### config.mk
export PLATFORM = sky130hd
export DESIGN_NAME = uart_tx_fifo_flat
export DESIGN_NICKNAME = d
export VERILOG_FILES = /design/src/rtl/uart_pkg.sv /design/src/rtl/uart_tx_fifo_if.sv /design/src/rtl/fifo_regfile.sv /design/src/rtl/uart_tx_fifo.sv /design/src/flat_wrapper.sv
export SDC_FILE = /design/constraint.sdc
export NUM_CORES = 1
export LEC_CHECK = 0
export ABC_AREA = 1
export CAP_MARGIN = 10
export CORE_UTILIZATION = 63
export CTS_BUF_LIST = sky130_fd_sc_hd__clkbuf_4 sky130_fd_sc_hd__clkbuf_8 sky130_fd_sc_hd__clkbuf_16
export CTS_CLUSTER_SIZE = 30
export DETAILED_ROUTE_END_ITERATION = 8
export PLACE_DENSITY_LB_ADDON = 0.2
export SETUP_SLACK_MARGIN = 0.4
export SLEW_MARGIN = 0
export SYNTH_ARGS = -nofsm -noshare
export SYNTH_HDL_FRONTEND = slang
export SYNTH_SLANG_ARGS = --single-unit
### constraint.sdc
create_clock -name clk -period 6.35 [get_ports clk]
set_input_delay 1.27 -clock clk [delete_from_list [all_inputs] [get_ports clk]]
set_output_delay 1.27 -clock clk [all_outputs]
set_load 0.005 [all_outputs]
### src/rtl/uart_pkg.sv
// Constants shared by the UART peripheral, the trace logger and the TX FIFO.
package uart_pkg;

  localparam int unsigned UART_DATA_W     = 8;
  localparam int unsigned UART_FIFO_DEPTH = 16;

  // Width needed to hold an occupancy value in the range 0..depth.
  function automatic int unsigned fifo_level_w(input int unsigned depth);
    return $clog2(depth) + 1;
  endfunction

endpackage

### src/rtl/uart_tx_fifo_if.sv
// Producer/consumer byte streams of the UART TX FIFO.
// The master drives bytes in and takes bytes out; the FIFO is the slave.
interface uart_tx_fifo_if #(
  parameter int unsigned DATA_W = 8
);
  logic [DATA_W-1:0] in_data;
  logic              in_valid;
  logic              in_ready;
  logic [DATA_W-1:0] out_data;
  logic              out_valid;
  logic              out_ready;

  modport master (
    output in_data, in_valid, out_ready,
    input  in_ready, out_data, out_valid
  );

  modport slave (
    input  in_data, in_valid, out_ready,
    output in_ready, out_data, out_valid
  );
endinterface

### src/rtl/fifo_regfile.sv
// DEPTH x DATA_W flop array: synchronous write port, asynchronous read port.
// Contents are not reset; only entries between the FIFO pointers are meaningful.
module fifo_regfile #(
  parameter int unsigned DATA_W = 8,
  parameter int unsigned DEPTH  = 16,
  localparam int unsigned AW    = $clog2(DEPTH)
) (
  input  logic              clk,
  input  logic              we,
  input  logic [AW-1:0]     waddr,
  input  logic [DATA_W-1:0] wdata,
  input  logic [AW-1:0]     raddr,
  output logic [DATA_W-1:0] rdata
);

  logic [DATA_W-1:0] mem [DEPTH];

  // Storage write; no reset so the array maps onto plain flops.
  always_ff @(posedge clk) begin
    if (we) mem[waddr] <= wdata;
  end

  assign rdata = mem[raddr];

endmodule

### src/rtl/uart_tx_fifo.sv
// Byte FIFO between the trace logger and the UART peripheral.
// First-word fall-through, optional drop-on-full mode, fill level,
// high-water mark and saturating dropped-byte counter.
module uart_tx_fifo
  import uart_pkg::*;
#(
  parameter int unsigned DATA_W       = UART_DATA_W,
  parameter int unsigned DEPTH        = UART_FIFO_DEPTH,
  parameter int unsigned DROP_ON_FULL = 0,
  parameter int unsigned CNT_W        = 16,
  localparam int unsigned AW          = $clog2(DEPTH)
) (
  input  logic             clk,
  input  logic             rst,
  uart_tx_fifo_if.slave    bus,
  output logic [AW:0]      level,
  output logic [AW:0]      high_water,
  output logic [CNT_W-1:0] drop_cnt
);

  logic [AW:0]      wr_ptr_q, wr_ptr_d;
  logic [AW:0]      rd_ptr_q, rd_ptr_d;
  logic [AW:0]      high_water_q, high_water_d;
  logic [CNT_W-1:0] drop_cnt_q, drop_cnt_d;
  logic             in_ready_q, in_ready_d;

  logic             empty, full, full_nxt;
  logic             push, pop, drop;
  logic [AW:0]      level_nxt;

  // Pointers carry an extra wrap bit so full and empty are distinguishable.
  assign empty = (wr_ptr_q == rd_ptr_q);
  assign full  = (wr_ptr_q[AW-1:0] == rd_ptr_q[AW-1:0]) && (wr_ptr_q[AW] != rd_ptr_q[AW]);

  // A pop in the same cycle never frees room for a push: full blocks the write.
  assign push = bus.in_valid && in_ready_q && !full;
  assign pop  = !empty && bus.out_ready;
  assign drop = (DROP_ON_FULL != 0) && bus.in_valid && full;

  // Next pointers, statistics and the registered in_ready.
  always_comb begin
    wr_ptr_d     = wr_ptr_q + (AW+1)'(push);
    rd_ptr_d     = rd_ptr_q + (AW+1)'(pop);
    level_nxt    = wr_ptr_d - rd_ptr_d;
    high_water_d = high_water_q;
    if (level_nxt > high_water_q) high_water_d = level_nxt;
    drop_cnt_d   = drop_cnt_q;
    if (drop && (drop_cnt_q != '1)) drop_cnt_d = drop_cnt_q + CNT_W'(1);
    // in_ready is a flop fed from the next pointer state, so out_ready
    // has no combinational path to in_ready.
    full_nxt     = (wr_ptr_d[AW-1:0] == rd_ptr_d[AW-1:0]) && (wr_ptr_d[AW] != rd_ptr_d[AW]);
    in_ready_d   = (DROP_ON_FULL != 0) ? 1'b1 : !full_nxt;
  end

  // State registers with asynchronous active-low reset.
  always_ff @(posedge clk or negedge rst) begin
    if (!rst) begin
      wr_ptr_q     <= '0;
      rd_ptr_q     <= '0;
      high_water_q <= '0;
      drop_cnt_q   <= '0;
      in_ready_q   <= 1'b0;
    end else begin
      wr_ptr_q     <= wr_ptr_d;
      rd_ptr_q     <= rd_ptr_d;
      high_water_q <= high_water_d;
      drop_cnt_q   <= drop_cnt_d;
      in_ready_q   <= in_ready_d;
    end
  end

  fifo_regfile #(
    .DATA_W (DATA_W),
    .DEPTH  (DEPTH)
  ) u_regfile (
    .clk   (clk),
    .we    (push),
    .waddr (wr_ptr_q[AW-1:0]),
    .wdata (bus.in_data),
    .raddr (rd_ptr_q[AW-1:0]),
    .rdata (bus.out_data)
  );

  assign bus.out_valid = !empty;
  assign bus.in_ready  = in_ready_q;
  assign level         = wr_ptr_q - rd_ptr_q;
  assign high_water    = high_water_q;
  assign drop_cnt      = drop_cnt_q;

endmodule

### src/flat_wrapper.sv
// flat-port wrapper written by rule: the top's interface ports become plain ports
module uart_tx_fifo_flat import uart_pkg::*;
#(
  parameter int unsigned DATA_W       = UART_DATA_W,
  parameter int unsigned DEPTH        = UART_FIFO_DEPTH,
  parameter int unsigned DROP_ON_FULL = 0,
  parameter int unsigned CNT_W        = 16,
  localparam int unsigned AW          = $clog2(DEPTH)
)
  (clk, rst, level, high_water, drop_cnt, bus_in_data, bus_in_valid, bus_out_ready, bus_in_ready, bus_out_data, bus_out_valid);
  uart_tx_fifo_if #(.DATA_W(DATA_W)) bus_i ();
  input  logic clk;
  input  logic rst;
  output logic [AW:0] level;
  output logic [AW:0] high_water;
  output logic [CNT_W-1:0] drop_cnt;
  input wire logic [$bits(bus_i.in_data)-1:0] bus_in_data;
  input wire logic [$bits(bus_i.in_valid)-1:0] bus_in_valid;
  input wire logic [$bits(bus_i.out_ready)-1:0] bus_out_ready;
  output wire logic [$bits(bus_i.in_ready)-1:0] bus_in_ready;
  output wire logic [$bits(bus_i.out_data)-1:0] bus_out_data;
  output wire logic [$bits(bus_i.out_valid)-1:0] bus_out_valid;
  assign bus_i.in_data = bus_in_data;
  assign bus_i.in_valid = bus_in_valid;
  assign bus_i.out_ready = bus_out_ready;
  assign bus_in_ready = bus_i.in_ready;
  assign bus_out_data = bus_i.out_data;
  assign bus_out_valid = bus_i.out_valid;
  uart_tx_fifo #(.DATA_W(DATA_W), .DEPTH(DEPTH), .DROP_ON_FULL(DROP_ON_FULL), .CNT_W(CNT_W)) u_core (.clk(clk), .rst(rst), .bus(bus_i), .level(level), .high_water(high_water), .drop_cnt(drop_cnt));
endmodule
==> metrics.cfg <==
[critical_path]
cp-startpoint = u_core.rd_ptr_q[3]
crit_type = reg2reg
critPathMostFrequentCell = nand2_1
cpLargestDelayFamily = adder cells
endpoint_kind = register
crit_path_top_delay_cell = dfrtp_1
critical_path_required_ns = 6.82
cp.buffers_inverters = 4
cp_max_fo = 17
cpPeakStageDelay_ns = 0.65
cp-start-kind = register
rr_startpoint = u_core.rd_ptr_q[3]
cp.arrival_ns = 5.65

[finish]
fin_nets = 651
stdcell_count = 768
syn2layout_area_growth_pct = 14.3
final_core_util_pct = 74.8
nFillCells = 657
register_area_um2 = 4250
multi_input_area_um2 = 1860
drive_gt1_share_pct = 8.66
diodes = 0
design_area_um2 = 7380

[place]
detailed_place_hpwl_mm = 8.95
dpl_cell_area_um2 = 6870
pre_cts_slack_ns = 1.27
portBuffers = 31
gp_congestion = 0.895
placed_cells = 736

[logic_synthesis]
yosysMostFrequentCell = edfxtp_1
synth_top_cell_area_share_pct = 59.6
synth_area_um2 = 6450
ys_ff_latch = 144
synth_top_area_cell = edfxtp_1
synth_flop_cell = edfxtp_1
synth_area_per_cell_um2 = 11.1
synth.distinct_cells = 31
yosys_warnings = 0
synth_area_leaders = edfxtp_1 60%, nand2_1 6.7%, dfrtp_1 6.2%, o21ai_0 4.0%, nor2_1 3.8%
synth_edf_count = 128
syn_inst = 583
yosysSeqAreaShare_pct = 65.8
ys_top_cells_by_count = 128 x edfxtp_1, 116 x nand2_1, 66 x nor2_1
async_flop_share_pct = 11.1

[hold_path]
hold_class = reg2reg
hp-start = u_core.high_water[3]

[timing]
fin_ws_ns = 1.17
tightest_slew_ns = 1.09
setup_viol = 0
fmax_mhz = 193
skew_ns = 0.00711
drv_slew = 0
fin_crit_sh_pct = 81.6
finalHoldViolCount = 0
rsz0062_at_grt = no
period_minus_slack_ns = 5.18
setup_tns_ns = 0
slew_headroom_pct = 27.3

[drt]
drt-total-wl_mm = 14.1
drt_iter0_drc = 373
post_drt_via_cell_ratio = 5.81
drcViolationCount = 0
ant_nets = 0
dr.pass1.iters = 5
vias = 4460
wire_per_inst_um = 18.3

[power]
p_leak_nw = 2.80
power_density_nw_per_um2 = 543
p_sw_share_pct = 40.1
power_switching_mw = 1.61
ir_worst_vdd_uv = 741
p_clk_share_pct = 20.9
p_comb_share_pct = 47.4
intPower_mw = 2.40
pwr-share-seq_pct = 31.7

[clock_tree]
tritoncts = yes
max-clock-path-buffers = 2
cts_setup_buffers = 0
ctsResizeCount = 0
insertion_delay_ns = 0.53
root_buffer = clkbuf_8
htreeDepth = 4
cts.sinks = 144
numCtsBuffers = 17
cts_hold_buf = 0
clk_pin_slew_ns = 0.06

[global_routing]
track_usage_pct = 29.1
grt_pass1_wl_mm = 21.9
antenna_found_initial = 0
grt_max_degree = 81
grt-ovfl-total = 0
grt_pass1_vias = 4218

[run_status]
outcome = complete, no violations

[floorplanning]
core_um2 = 9860
initial_core_util_pct = 65.4
die_area_um2 = 10700
die_y_um = 103
ios = 48
die_w_um = 103
std_cell_rows = 36

[run]
maxCapViolations = 0

[registers in the layout (all words and copies together) (netlist names)]
register / flops
u_core.high_water: 5
u_core.u_regfile.mem: 128
u_core.wr_ptr_q: 5
u_core.rd_ptr_q: 5
u_core.bus.in_ready: 1
[per-layer routing]
metal | global-route usage (%) | vias to the layer above | part of all wire, %
met2 | 47.1 | 219 | 49
met1 | 38.7 | 2128 | 41
met3 | 6.05 | 28 | 7.9
li1 | - | 2085 | -
met5 | 0 | - | 0
met4 | 12.4 | 0 | 2.5
[power groups by stage]
stage	sequential (mW)	combinational, mW	clock (mW)
detailed placement	1.29	1.87	0
finish	1.27	1.90	0.838
global route	1.28	2.13	0.874
floorplan	1.26	1.24	0
CTS	1.27	1.89	0.840
global placement	1.28	1.81	0
[placed cells by master, fill, tap and decap left out, types with 2 or more instances in the layout]
master	Yosys	routed
edfxtp_1	128	128
nand2_1	116	116
nor2_1	66	66
o21ai_0	51	51
inv_1	43	43
clkdlybuf4s50_1	0	31
nand3_1	21	21
conb_1	1	16
clkbuf_16	0	16
o211ai_1	15	15
ha_1	15	15
buf_4	20	15
dfrtp_1	16	15
nor3_1	16	13
o22ai_1	9	9
o2111ai_1	9	9
a21oi_1	8	8
nand4_1	5	5
xor2_1	5	5
clkinv_2	0	5
o21ai_1	4	4
inv_2	3	3
clkinv_1	1	3
nor3_2	0	3
clkbuf_4	0	3
clkinvlp_4	0	3
and2_1	2	2
xnor2_1	2	2
clkinv_4	0	2
[cell families (layout without fill, tap and decap cells)]
kind of cell    count (synthesis)  in the layout  synth area share [%]
other cells                     1             16                0.0581
compound gates                 98             98                  8.94
flops                         144            144                  65.8
fa+ha+maj                      16             16                  3.22
simple gates                  229            229                  14.5
xor+xnor                        7              7                 0.950
buf+inv                        88            125                  6.57
[cell type report]
| cell class | count | area share (%) |
|---|---|---|
| clock inverter | 12 | 0.984 |
| tap | 133 | 2.26 |
| multi-input combinational | 366 | 25.2 |
| inverter | 47 | 2.39 |
| timing repair buffer | 47 | 5.84 |
| sequential | 144 | 57.6 |
| clock buffer | 19 | 5.82 |
[worst paths after layout]
| check | slack (ns) | cells after the start | endpoint |
|---|---|---|---|
| min in group asynchronous | 1.18 | 1 | u_core.wr_ptr_q[0] |
| setup / recovery | 1.17 | 26 | u_core.high_water[3] |
| setup reg to reg | 1.17 | 26 | u_core.high_water[3] |
| hold reg to reg | 0.52 | 2 | u_core.high_water[3] |
| hold / removal | 0.52 | 2 | u_core.high_water[3] |
| max in group asynchronous | 4.65 | 1 | u_core.rd_ptr_q[0] |
[worst reg2reg max path, cell delays in order, from the launching register on]
cell	delay [ns]
dfrtp_1	0.65
clkinv_1	0.46
ha_1	0.48
nand2_1	0.08
nor2_1	0.18
nand2_1	0.09
nand3_2	0.27
inv_1	0.09
ha_1	0.23
ha_1	0.35
xor2_1	0.23
inv_1	0.07
ha_1	0.19
a21oi_1	0.20
o21ai_0	0.12
nand2_1	0.07
nand3_1	0.09
and2_1	0.16
ha_1	0.30
nand2_1	0.07
nor2_1	0.13
nand2_1	0.06
o211ai_1	0.07
nand2_1	0.17
inv_1	0.15
nand3_1	0.10
nand2_1	0.06
[through the flow]
stage	hold slack, ns	power (mW)
detailed placement	0.513	3.16
CTS	0.526	4.00
finish	0.520	4.01
global placement	0.500	3.09
floorplan	0.494	2.50
global route	0.544	4.29
No activity file was read; power rests on OpenSTA's default activity.
